$ cat config.mk
export PLATFORM = sky130hd
export DESIGN_NAME = btn_irq_ctrl
export DESIGN_NICKNAME = d
export VERILOG_FILES = /design/src/rtl/btn_irq_ctrl_pkg.sv /design/src/rtl/btn_debounce.sv /design/src/rtl/btn_irq_ctrl.sv
export SDC_FILE = /design/constraint.sdc
export NUM_CORES = 1
export LEC_CHECK = 0
export BUFFER_PORTS_ARGS = -buffer_cell sky130_fd_sc_hd__buf_2
export CAP_MARGIN = 30
export CORE_MARGIN = 4
export CORE_UTILIZATION = 40
export DETAILED_ROUTE_END_ITERATION = 10
export PLACE_DENSITY = 0.78
export SLEW_MARGIN = 20
export SYNTH_ARGS = -nofsm -noshare
export SYNTH_HDL_FRONTEND = slang
export SYNTH_SLANG_ARGS = --single-unit
$ cat constraint.sdc
create_clock -name clk -period 1.44 [get_ports clk]
set_input_delay 0.144 -clock clk [delete_from_list [all_inputs] [get_ports clk]]
set_output_delay 0.144 -clock clk [all_outputs]
set_load 0.1 [all_outputs]
$ cat src/rtl/btn_irq_ctrl_pkg.sv
// ============================================================================
// btn_irq_ctrl_pkg : register map and shared defaults for btn_irq_ctrl
// Rev 1.0
// ============================================================================
`default_nettype none

package btn_irq_ctrl_pkg;

    localparam logic [3:0] ADDR_DATA = 4'h0;
    localparam logic [3:0] ADDR_IER  = 4'h4;
    localparam logic [3:0] ADDR_ISR  = 4'h8;
    localparam logic [3:0] ADDR_EDGE = 4'hC;

    localparam int DEFAULT_DEBOUNCE_CYCLES = 10000;
    localparam int DEFAULT_SYNC_STAGES     = 2;

    function automatic logic [31:0] strb_to_mask(input logic [3:0] strb);
        return {{8{strb[3]}}, {8{strb[2]}}, {8{strb[1]}}, {8{strb[0]}}};
    endfunction

endpackage

`default_nettype wire

$ cat src/rtl/btn_debounce.sv
// ============================================================================
// btn_debounce : one channel of synchroniser, debounce and edge pulses.
// Build option BTN_IRQ_CTRL_DEBOUNCE_EN enables the stable-sample counter.
// Rev 1.0
// ============================================================================
`default_nettype none

module btn_debounce
    import btn_irq_ctrl_pkg::*;
#(
    parameter int SYNC_STAGES     = DEFAULT_SYNC_STAGES,
    parameter int DEBOUNCE_CYCLES = DEFAULT_DEBOUNCE_CYCLES
) (
    input  logic clk,
    input  logic rst,
    input  logic btn_in,
    output logic level,
    output logic rise,
    output logic fall
);

    logic [SYNC_STAGES-1:0] sync_q;
    logic                   sample;
    logic                   update;
    logic                   next_level;

    always_ff @(posedge clk or negedge rst) begin
        if (!rst) begin
            sync_q <= '0;
        end else begin
            sync_q <= {sync_q[SYNC_STAGES-2:0], btn_in};
        end
    end

    assign sample = sync_q[SYNC_STAGES-1];

`ifdef BTN_IRQ_CTRL_DEBOUNCE_EN
    localparam int               CNT_W    = $clog2(DEBOUNCE_CYCLES + 1);
    localparam logic [CNT_W-1:0] CNT_LAST = CNT_W'(DEBOUNCE_CYCLES - 1);

    logic [CNT_W-1:0] cnt;
    logic             stable;

    // Update is the same condition that commits the new level, so the edge
    // pulse lines up with the cycle the debounced level changes.
    assign next_level = sample;
    assign update     = (sample != stable) && (cnt == CNT_LAST);

    always_ff @(posedge clk or negedge rst) begin
        if (!rst) begin
            cnt    <= '0;
            stable <= 1'b0;
        end else if (sample == stable) begin
            cnt    <= '0;
        end else if (cnt == CNT_LAST) begin
            cnt    <= '0;
            stable <= sample;
        end else begin
            cnt    <= cnt + 1'b1;
        end
    end

    assign level = stable;
`else
    logic unused_cfg;
    assign unused_cfg = 1'(DEBOUNCE_CYCLES);

    // Level is the last sync stage; the edge is seen one stage earlier.
    assign next_level = sync_q[SYNC_STAGES-2];
    assign update     = sync_q[SYNC_STAGES-2] != sync_q[SYNC_STAGES-1];
    assign level      = sample;
`endif

    assign rise = update & next_level;
    assign fall = update & ~next_level;

endmodule

`default_nettype wire

$ cat src/rtl/btn_irq_ctrl.sv
// ============================================================================
// btn_irq_ctrl : N_BTN button inputs with debounce, edge select, sticky ISR,
// level irq and a strobe-bus register file. Option: BTN_IRQ_CTRL_DEBOUNCE_EN.
// Rev 1.0
// ============================================================================
`default_nettype none

module btn_irq_ctrl
    import btn_irq_ctrl_pkg::*;
#(
    parameter int N_BTN           = 4,
    parameter int SYNC_STAGES     = DEFAULT_SYNC_STAGES,
    parameter int DEBOUNCE_CYCLES = DEFAULT_DEBOUNCE_CYCLES
) (
    input  logic             clk,
    input  logic             rst,
    input  logic [3:0]       wr_addr,
    input  logic             wr_en,
    input  logic [31:0]      wr_data,
    input  logic [3:0]       wr_strb,
    input  logic [3:0]       rd_addr,
    input  logic             rd_en,
    output logic [31:0]      rd_data,
    input  logic [N_BTN-1:0] btn_in,
    output logic             irq
);

    logic [N_BTN-1:0] level;
    logic [N_BTN-1:0] rise;
    logic [N_BTN-1:0] fall;
    logic [N_BTN-1:0] evt;

    logic [N_BTN-1:0] ier;
    logic [N_BTN-1:0] isr;
    logic [N_BTN-1:0] edge_sel;

    logic [31:0]      strb_mask;
    logic [N_BTN-1:0] wr_mask;
    logic [N_BTN-1:0] wr_bits;
    logic [N_BTN-1:0] isr_clr;
    logic             wr_ier;
    logic             wr_isr;
    logic             wr_edge;
    logic [31:0]      rd_mux;

    generate
        for (genvar i = 0; i < N_BTN; i++) begin : g_chan
            btn_debounce #(
                .SYNC_STAGES     (SYNC_STAGES),
                .DEBOUNCE_CYCLES (DEBOUNCE_CYCLES)
            ) u_debounce (
                .clk    (clk),
                .rst    (rst),
                .btn_in (btn_in[i]),
                .level  (level[i]),
                .rise   (rise[i]),
                .fall   (fall[i])
            );

            assign evt[i] = edge_sel[i] ? fall[i] : rise[i];
        end
    endgenerate

    assign strb_mask = strb_to_mask(wr_strb);
    assign wr_mask   = strb_mask[N_BTN-1:0];
    assign wr_bits   = wr_data[N_BTN-1:0] & wr_mask;

    assign wr_ier  = wr_en && (wr_addr[3:2] == ADDR_IER[3:2]);
    assign wr_isr  = wr_en && (wr_addr[3:2] == ADDR_ISR[3:2]);
    assign wr_edge = wr_en && (wr_addr[3:2] == ADDR_EDGE[3:2]);
    assign isr_clr = wr_isr ? wr_bits : '0;

    always_comb begin
        rd_mux = '0;
        case (rd_addr[3:2])
            ADDR_DATA[3:2]: rd_mux[N_BTN-1:0] = level;
            ADDR_IER[3:2]:  rd_mux[N_BTN-1:0] = ier;
            ADDR_ISR[3:2]:  rd_mux[N_BTN-1:0] = isr;
            ADDR_EDGE[3:2]: rd_mux[N_BTN-1:0] = edge_sel;
            default:        rd_mux = '0;
        endcase
    end

    always_ff @(posedge clk or negedge rst) begin
        if (!rst) begin
            ier      <= '0;
            isr      <= '0;
            edge_sel <= '0;
            irq      <= 1'b0;
            rd_data  <= '0;
        end else begin
            if (wr_ier) begin
                ier <= (ier & ~wr_mask) | wr_bits;
            end
            if (wr_edge) begin
                edge_sel <= (edge_sel & ~wr_mask) | wr_bits;
            end
            // OR-ing events after the clear lets a same-cycle event win.
            isr <= (isr & ~isr_clr) | evt;
            irq <= |(isr & ier);
            if (rd_en) begin
                rd_data <= rd_mux;
            end
        end
    end

    logic unused_bits;
    assign unused_bits = ^{wr_addr[1:0], rd_addr[1:0], wr_data};

endmodule

`default_nettype wire

==> Word-level counts from Yosys, hierarchy flattened <==
Index checks and enable logic that the tools add are counted.
{ "totals": {"word_cells": 52, "out_inout_bits": 33, "mem_count": 0, "reg_bits": 25, "rom_bits": 0, "latch_bits": 0, "mem_bits_rw": 0} }
{ "classes": {"n_bitwise": 22, "n_addsub": 0, "shifts": 0, "n_reduce_logical": 5, "order_cmp": 0, "multipliers": 0, "eq_ne": 10, "n_div": 0, "mux": 6} }
{ "ops": {"columns": ["operator", "count"], "rows": [
  ["$and A4 B4 Y4", 5],
  ["$pmux W4 S4", 1],
  ["$or A4 B4 Y4", 3],
  ["$and A1 B1 Y1", 8],
  ["$eq A2 B2 Y1 const B", 4],
  ["$not A4 Y4", 2],
  ["$eq A2 B1 Y1 const B", 2],
  ["$mux W1", 4],
  ["$mux W4", 1],
  ["$ne A1 B1 Y1", 4],
  ["$not A1 Y1", 4],
  ["$reduce_or A4 Y1", 1],
  ["$logic_and A1 B1 Y1", 3],
  ["$logic_not A2 Y1", 1]
]} }

==> Depth between registers and ports, before layout <==
Gate-level depths: netlist (run 1).
{ "depth": {"depth_word": 6, "depth_mapped": 4, "depth_no_buf": 3} }

==> Modules after synthesis <==
Synthesis (run 1) repeated with hierarchy kept, for this count alone.
{ "unflattened": {"hier_cells": 111, "hier_area_um2": 1280.0} }
{ "modules_own_cells": {"columns": ["mod", "area_per_inst_um2", "seq_area_each_um2", "instances", "cells_each"], "rows": [
  ["btn_irq_ctrl", 1019.7, 425.4, 1, 95],
  ["btn_debounce", 65.1, 50.0, 4, 4]
]} }

==> Worst setup path after synthesis (run 1) <==
OpenSTA, ideal clock, no wires.
{ "synth_timing": {"path_kind": "register -> register", "start": "reg rd_data[2] (netlist name)", "end": "reg rd_data[2]", "synth_period_minus_slack_ns": 1.264, "required_ns": 1.350, "stages_incl_launch_ff": 3, "t_arrival_ns": 1.174, "setup_time_ns": 0.090, "path_slack_ns": 0.176, "n_path_buf": 0, "path_cell_list": "dfrtp_1 > inv_1 > o221ai_1"} }
{ "synth_rtl": {"columns": ["element", "line", "rtl"], "rows": [
  ["end signal: assignment", "btn_irq_ctrl.sv:102", "rd_data <= rd_mux;"],
  ["end: declaration", "btn_irq_ctrl.sv:23", "output logic [31:0] rd_data,"]
]} }

==> Worst setup path in the final report (run 1) <==
{ "layout_timing": {"start": "reg rd_data[3]", "end": "out rd_data[3]"} }
No word-level cell between the ends.

==> results, run 1 <==
- The flow ran to the end, and the final reports show no timing, DRC or antenna violations.
- The synthesized design contains 25 register bits.
- The register-to-register setup slack is 0.42 ns.
- In the final routed layout, each cell accounts on average for 10.8 um.
- The total power per unit cell area is 1400 mW/mm^2.
- For this run, global-route usage on met2 was measured as 16.1%.
- For this design the static power due to leakage is 0.683 nW.
- After global routing the overflow that remains totals 0.
- The highest net fanout along the worst path is 2.
- By area the synthesized netlist is led by sky130_fd_sc_hd__dfrtp_1 50%, sky130_fd_sc_hd__buf_4 17%, sky130_fd_sc_hd__nand2_1 6.0%.
- The most area-hungry cell type in the Yosys netlist is sky130_fd_sc_hd__dfrtp_1.
- The starting density of the core is 41.3%.
- The data arrival time of the critical path is between 1 and 1.5 ns.
- The final count of pins violating max slew is 0.
- In this run the critical register-to-register path is launched from g_chan[3].u_debounce.sync_q[1].
- The number of antenna violations at the first check in global routing is 0.
- The post-synthesis cell area is 0.00125 mm^2.
- TritonCTS built the clock tree.
- The kind of cell with the highest combined delay along the critical path is buffers and inverters.
- The highest achievable clock rate is 0.799 GHz.
- The area of the die is 0.00409 mm^2.
- The remaining design rule violation count is 0.
- The global-route track usage on met1 is between 10 and 15%.
- After clock tree synthesis, the setup repair step added 0 buffers.
- For hold timing, the worst endpoint is rd_data[2].
- The register clock-pin slew on the reported worst setup and hold paths is 0.13 ns.
- The pin count of the biggest net entering global routing is 26.
- Once detailed placement completed, the half-perimeter wirelength came to 1.61 mm.
- The switching power as a share of total power is 46.5%.
- In this run, synthesis inferred 0 flip-flops with an integrated enable.
- Setup repair after global routing left no endpoint under its margin.
- After synthesis, the netlist uses 19 different library cells.
- Combinational logic is responsible for 39.3% of the overall power.
- The count of nets after finishing is between 200 and 250.
- Gates resized during post-CTS repair numbered 0.
- For this design, the sink count on the clock tree is 25.
- On the final layout, the worst clock skew is between 0.0015 and 0.002 ns.
- Row generation in the floorplan step produced 20 rows.
- In this run the count of I/O pins placed on the die edge is 85.
- By count the netlist is led by 28 x sky130_fd_sc_hd__buf_4, 25 x sky130_fd_sc_hd__dfrtp_1, 20 x sky130_fd_sc_hd__nand2_1.
- The clock root buffer master is sky130_fd_sc_hd__clkbuf_4.
- The final hold violation count came to 0.
- In this run the critical register-to-register path is captured at isr[3].
- The part of the total power dissipated in the clock network is roughly 16%.
- In this run the horizontal extent of the chip is 63.9 um.
- The synthesized area per cell is 10.3 um^2.
- Counting both buffers and inverters, the worst setup path holds a total of 1.
- In this run the most used layer during global routing was met2.
- The final layout contains routed wiring with a total length of 2.09 mm.
- The path class of the tightest hold or removal check is in2reg.
- The filler cells instantiated in the layout total 306.
- The commonest register cell after synthesis is sky130_fd_sc_hd__dfrtp_1.
- The number of nets with antenna violations after detailed routing is 0.
- Synthesis produced a netlist whose cell count is approximately 120.
- The die is 63.9 um tall.
- For this run, the number of Yosys warnings is 0.
- Subtracting the final worst setup slack from the clock period gives approximately 1.3 ns.
- At the pin with the least slew margin, the transition time is ~0.55 ns.
- Dividing the detail-routed via count by the number of cells gives between 4 and 5.
- The number of antenna repair diodes is 0.
- The met3 track utilization from global routing is about 3.9%.
- The final cell area excluding filler cells is 0.00137 mm^2.
- The core region is 0.00303 mm^2.
- The overall via count from detail_route is about 820.
- Global routing used 10.6% of the available tracks across all layers.
- The max-capacitance violation count is 0.
- Registers are responsible for 44.6% of the overall power.
- The classification of the worst setup path is reg2out.
- The worst setup path is launched from a flip-flop.
- The routability congestion estimate from global placement is 0.760.
- The number of buffer cells added on primary ports is 21.
- The detailed-router iteration count before antenna repair is 4.
- Cells with a size suffix above 1 make up 19.3% of the layout.
- The source of the worst hold timing path is rd_en.
- The number of DRC violations after detailed-routing iteration 0 is 15.
- The buffer depth of the longest clock path is 2.
- The number of cells on the worst hold path is 2.
- The signal on the critical path passes through buf_2.
- The number of cells on the worst reg-to-reg path is 2.
- In this design, the stage delay of the slowest critical-path cell is 0.43 ns.
- STA classifies the critical path endpoint as a primary output.
- Counting flops with an async set or reset pin after synthesis yields a share of 100%.
- The switching power is 0.893 mW.
- The cell at the slowest stage of the critical path is sky130_fd_sc_hd__buf_2.
- Headroom to the max-slew limit came out at 63.7%.
- The total clock buffers created by CTS is 3.
- The number of global-route vias before repair is 760.
- The clock latency reported for the late side of the worst-skew pair is 0.31 ns.
- The share of the synthesized area in the top cell type is 50.0%.
- The area added between synthesis and finish is 9.30%.
- The post-route fraction of the period consumed by the critical path is 87.0%.
- The most numerous cell in the Yosys netlist is sky130_fd_sc_hd__buf_4.
- The maximum vdd drop is 0.710 mV.
- The data required time at the worst endpoint is 1.30 ns.
- The sequential element share of the synthesized area is between 50% and 60%.
- Setup violations remaining at the end of the flow were counted as 0.
- The post-detailed-placement cell area is 0.00129 mm^2.
- The first-pass GRT wire length is 3.38 mm.
- The setup TNS is 0 ns.
- The internal portion of the total power is 1.03 mW.
- CTS built an H-tree with a depth of 1.
cells in the final DEF, fill, tap and decap left out:
cell type,count
sky130_fd_sc_hd__nand3b_1,1
sky130_fd_sc_hd__mux2i_1,4
sky130_fd_sc_hd__conb_1,28
sky130_fd_sc_hd__inv_1,8
sky130_fd_sc_hd__clkbuf_4,3
sky130_fd_sc_hd__a22oi_1,2
sky130_fd_sc_hd__nor2_1,3
sky130_fd_sc_hd__nand4b_1,2
sky130_fd_sc_hd__dlygate4sd3_1,5
sky130_fd_sc_hd__clkbuf_1,1
sky130_fd_sc_hd__o21ai_0,12
sky130_fd_sc_hd__buf_2,21
sky130_fd_sc_hd__dfrtp_1,25
sky130_fd_sc_hd__or3b_2,1
sky130_fd_sc_hd__nor2b_1,1
sky130_fd_sc_hd__o211ai_1,3
sky130_fd_sc_hd__nand2_1,20
sky130_fd_sc_hd__nand3_1,1
sky130_fd_sc_hd__mux2_4,4
sky130_fd_sc_hd__o221ai_1,4
sky130_fd_sc_hd__nand4_1,1
cell families after synthesis:
| group | after synthesis | share of synthesized area, % |
|---|---|---|
| buffers and inverters | 37 | 20.1 |
| AND/OR/NAND/NOR | 30 | 11.0 |
| flip-flops | 25 | 50.0 |
| AO/OA/AOI/OAI | 21 | 10.6 |
| multiplexers | 8 | 8.00 |
| other | 1 | 0.300 |
metal layers:
metal / part of all wire (%) / wire (um)
met2: 45 / 942
met4: 0.57 / 12
met5: 0 / 0
met1: 46 / 958
met3: 8.6 / 180
timing repair:
action	4_1_cts	5_1_grt
endpoints found under the setup margin	0	0
hold endpoints to repair	29	0
hold buffers	5	0
stage by stage:
stage / std cells / util, % / worst slack, ns / power [mW] / hold slack [ns]
after floorplan: 149 / - / 0.176 / 1.57 / -0.152
after global placement: 185 / 42.6 / 0.428 / 1.60 / 0.158
after detailed placement: 185 / 42.6 / 0.409 / 1.62 / 0.165
after CTS: 194 / 45.2 / 0.175 / 1.93 / 0.105
after global routing: 194 / 45.2 / 0.125 / 2.03 / 0.100
final: 194 / 45.2 / 0.188 / 1.92 / 0.108
layout make-up:
cell class | count | area, um^2 | area share (%)
inverter | 8 | 30.0 | 2.20
timing repair buffer | 26 | 155 | 11.3
clock buffer | 4 | 26.3 | 1.92
multi-input combinational | 87 | 475 | 34.8
sequential | 25 | 626 | 45.7
tap | 44 | 55.1 | 4.03
power groups by stage:
stage / clock network [mW] / registers [mW] / logic, mW
global route: 0.360 / 0.874 / 0.793
finish: 0.309 / 0.856 / 0.754
CTS: 0.319 / 0.857 / 0.756
global placement: 0 / 0.866 / 0.737
detailed placement: 0 / 0.872 / 0.744
floorplan: 0 / 1.05 / 0.516
how the worst max path moves through the flow:
stage                from    endpoint  slack (ns)  cells after the start
3_5_place_dp   rd_addr[2]  rd_data[2]        0.41                      4
2_1_floorplan  rd_data[2]  rd_data[2]        0.18                      2
3_3_place_gp   rd_addr[2]  rd_data[2]        0.43                      4
4_1_cts        rd_data[1]  rd_data[1]        0.17                      1
5_1_grt        rd_data[2]  rd_data[2]        0.13                      1
6_report       rd_data[3]  rd_data[3]        0.19                      1
(Power assumes the default switching activity.)
==> run 2, diff against run 1 <==
--- a/config.mk
+++ b/config.mk
@@ -5,12 +5,13 @@
 export SDC_FILE = /design/constraint.sdc
 export NUM_CORES = 1
 export LEC_CHECK = 0
+export ABC_AREA = 1
 export BUFFER_PORTS_ARGS = -buffer_cell sky130_fd_sc_hd__buf_2
 export CAP_MARGIN = 30
 export CORE_MARGIN = 4
 export CORE_UTILIZATION = 40
 export DETAILED_ROUTE_END_ITERATION = 10
-export PLACE_DENSITY = 0.78
+export PLACE_DENSITY = 0.77
 export SLEW_MARGIN = 20
 export SYNTH_ARGS = -nofsm -noshare
 export SYNTH_HDL_FRONTEND = slang
==> results, run 2 <==
- The post-detailed-placement cell area is 0.00132 mm^2 (+2.5%).
- The final period demand of the worst path is 1.25 ns (-0.000886 ns).
- The wire length on met2 is 970 um (+3.0%).
- In the post-synthesis netlist, the cell with the most instances is sky130_fd_sc_hd__nand2_1.
- The number of cells on the worst hold path came to 3 (+1).
- The clock root buffer master is sky130_fd_sc_hd__clkbuf_4.
- The data required time at the worst endpoint came to 1.30 ns (about the same).
- The total power draw came to 1.88 mW (-2.0%).
- The number of unique standard cell types used by synthesis is 16 (-3).
- The detailed-router iteration count before antenna repair came to 4 (unchanged).
- The number of antenna repair diodes is 0 (unchanged).
- The total of hold buffers inserted after clock tree synthesis is 5 (unchanged).
- The floorplan row count is 20 (unchanged).
- The number of nets with antenna violations after detailed routing is 0 (unchanged).
- The number of placed I/O pins was 85 (unchanged).
- The tightest hold margin is 0.101 ns (-0.00617 ns).
- The sequential element share of the synthesized area is 48.3% (-1.7 points).
- The number of buffer cells added on primary ports was 21 (unchanged).
- The path class of the tightest hold or removal check is in2reg.
- The wire length on met3 is 164 um (-8.9%).
- The die extent in x is 64.9 um (+1.5%).
- The overall via count from detail_route is 934 (+14%).
- The routability congestion estimate from global placement is 0.775 (+1.9%).
- The data arrival time of the critical path is 1.11 ns (about the same).
- The buffer depth of the longest clock path was 2 (unchanged).
- The final cell utilization of the core came to 45.5% (+0.32 points).
- The starting density of the core is 42.1% (+0.75 points).
- The share of final-layout standard cells stronger than drive strength 1 is 17.5% (-1.8 points).
- The number of placed instances, taps included is 212 (+15%).
- The worst setup margin is 0.189 ns (+0.000886 ns).
- The cell family contributing the most delay on the critical path is buffers and inverters.
- The final non-filler cell total is 221 (+14%).
- The run finished with clean final reports.
- The leakage power is 0.731 nW (+7.0%).
- The number of standard cells after synthesis is 150 (+23%).
- The count of nets after finishing came to 230 (+13%).
- The largest incremental delay on the critical path was 0.42 ns (about the same).
- The core outline area is 0.00308 mm^2 (+1.7%).
- The TritonCTS clock tree is yes.
- The final cell area excluding filler cells is 0.00140 mm^2 (+2.4%).
- The type of destination of the critical path is a primary output.
- The setup TNS is 0 ns (unchanged).
- The proportion of power drawn by flip-flops and latches is 45.3% (+0.7 points).
- The final hold violation count is 0 (unchanged).
- Tracing the worst setup path back leads to its startpoint at rd_data[2].
- The worst setup path is launched from a flip-flop.
- The most area-hungry cell type in the Yosys netlist is sky130_fd_sc_hd__dfrtp_1.
- The startpoint identified for the worst register-to-register timing path is isr[0].
- The ratio of routed vias to standard cells is 4.23 (-0.14%).
- The HPWL after detailed placement is 1.68 mm (+4.8%).
- The number of global-route vias before repair is 814 (+7.1%).
- The register clock-pin slew on the reported worst setup and hold paths was 0.13 ns (about the same).
- The design internal power is 1.00 mW (-2.3%).
- The number of antenna violations at the first check in global routing is 0 (unchanged).
- Traced cell by cell, the critical path runs through buf_2.
- The detailed-route wire length on metal 1 was 1.07 mm (+11%).
- The clock latency reported for the late side of the worst-skew pair came to 0.31 ns (about the same).
- The switching power is 0.877 mW (-1.7%).
- The final count of pins violating max slew is 0 (unchanged).
- The overflow left after global routing was 0 (unchanged).
- In the synthesized netlist the dominant register cell turns out to be sky130_fd_sc_hd__dfrtp_1.
- Signal routing reaches up to met4.
- The area of the die is 0.00421 mm^2 (+3.1%).
- The total clock buffers created by CTS is 3 (unchanged).
- The overall routing resource usage is 11.4% (+0.78 points).
- The library cell used most frequently in the layout, excluding fill and tap cells, is sky130_fd_sc_hd__nand2_1.
- The count of final setup violators is 0 (unchanged).
- The pin count of the biggest net entering global routing is 26 (unchanged).
- The number of cells on the critical path is 1 (unchanged).
- The number of DRC violations after detailed-routing iteration 0 is 22 (+7).
- Relative to the synthesized area, the layout overhead comes to 8.12%.
- The cell at the slowest stage of the critical path is sky130_fd_sc_hd__buf_2.
- The aggregate routed wire length is 2.24 mm (+6.8%).
- The part of the total power dissipated in the clock network is 16.4% (+0.3 points).
- The commonest cells after synthesis are 32 x sky130_fd_sc_hd__nand2_1, 28 x sky130_fd_sc_hd__buf_4, 25 x sky130_fd_sc_hd__dfrtp_1.
- The post-placement setup slack is 0.511 ns (+0.101 ns).
- The number of gates given a new drive strength after cts is 0 (unchanged).
- The routed wirelength normalized by instance count is 10.1 um (-6.3%).
- The number of cells on the worst reg-to-reg path came to 4 (+2).
- The transition time at the pin with the least slew margin was 0.565 ns (+0.0202 ns).
- The total power per unit cell area is 1340 mW/mm^2 (-4.3%).
- The die height came to 64.9 um (+1.5%).
- The number of clock sinks was 25 (unchanged).
- The maximum vdd drop is 0.411 mV (-42%).
- In the layout the commonest cells are 32 x sky130_fd_sc_hd__nand2_1, 28 x sky130_fd_sc_hd__conb_1, 25 x sky130_fd_sc_hd__dfrtp_1, 21 x sky130_fd_sc_hd__buf_2.
- The number of synthesized flops with an enable pin was 0 (unchanged).
- The highest net fanout along the worst path is 2 (unchanged).
- After synthesis, the cell types taking the most area are sky130_fd_sc_hd__dfrtp_1 48%, sky130_fd_sc_hd__buf_4 16%, sky130_fd_sc_hd__nand2_1 9.3%.
- The critical path buffer and inverter count is 1 (unchanged).
- The post-synthesis cell area is 0.00129 mm^2 (+3.5%).
- The worst hold path begins at wr_data[0].
- The first-pass GRT wire length came to 3.71 mm (+9.8%).
- The count of warnings emitted by yosys was 0 (unchanged).
- The count of buffers added by post-CTS timing repair for setup is 0 (unchanged).
- The switching power as a share of total power came to 46.7% (+0.14 points).
- The share of synthesized flip-flops with an asynchronous set or reset is 100% (unchanged).
- The highest achievable clock rate is 0.799 GHz (about the same).
- The remaining design rule violation count was 0 (unchanged).
- The synthesized area per cell is 8.63 um^2 (-16%).
- The share of the synthesized area in the top cell type is 48.3% (-1.7 points).
- Setup repair after global routing left no endpoint under its margin.
- The classification of the worst setup path is reg2out.
- The max-capacitance violation count was 0 (unchanged).
- The final setup skew is 0.00549 ns (+0.00396 ns).
- The number of levels the H-tree was split into is 1 (unchanged).
- The post-route fraction of the period consumed by the critical path came to 86.9% (about the same).
- The headroom to the max-slew limit is 62.3% (-1.4 points).
- The share of power burned in combinational logic came to 38.3% (-1.0 points).
- The register bit total from synthesis is 25 (unchanged).
run 2: kinds of logic (layout without fill, tap and decap cells):
logic type	after synthesis	in the layout	synth area share, %
simple gates	58	58	19.9
buf+inv	42	42	21.4
flops	25	25	48.3
compound gates	24	24	10.0
other cells	1	28	0.290
run 2: final timing paths:
check	to	slack (ns)
max	rd_data[2]	0.19
min	flip-flop	0.10
max reg2reg	rd_data[0]	0.58
min reg2reg	g_chan[2].u_debounce.sync_q[1]	0.41
max in group asynchronous	rd_data[3]	0.73
min in group asynchronous	asynchronous set/reset pin	0.34
run 2: power by group through the flow:
| stage | sequential [mW] | combinational (mW) | clock (mW) |
|---|---|---|---|
| after floorplan | 1.02 | 0.514 | 0 |
| after global placement | 0.863 | 0.704 | 0 |
| after detailed placement | 0.866 | 0.710 | 0 |
| after CTS | 0.852 | 0.722 | 0.328 |
| after global routing | 0.867 | 0.767 | 0.349 |
| final | 0.852 | 0.720 | 0.308 |
run 2: layout make-up:
| cell class | count | area (um^2) |
|---|---|---|
| well taps | 44 | 55.1 |
| inverters | 12 | 45.0 |
| clock buffers | 4 | 26.3 |
| flip-flops and latches | 25 | 626 |
| fillers | 345 | 1680 |
| repair buffers | 26 | 155 |
| multi-input cells | 110 | 493 |
run 2: metal layers:
layer  up-vias  global-route usage [%]
li1        484                       -
met1       417                    16.4
met2        29                    16.0
met3         4                    2.77
met4         0                    5.54
met5         -                       0
run 2: worst register-to-register path, cell delays in order (launching register included):
cell	delay (ns)
sky130_fd_sc_hd__dfrtp_1	0.43
sky130_fd_sc_hd__o21bai_1	0.14
sky130_fd_sc_hd__nand3_1	0.10
sky130_fd_sc_hd__nand2_1	0.07
sky130_fd_sc_hd__nand2_1	0.04
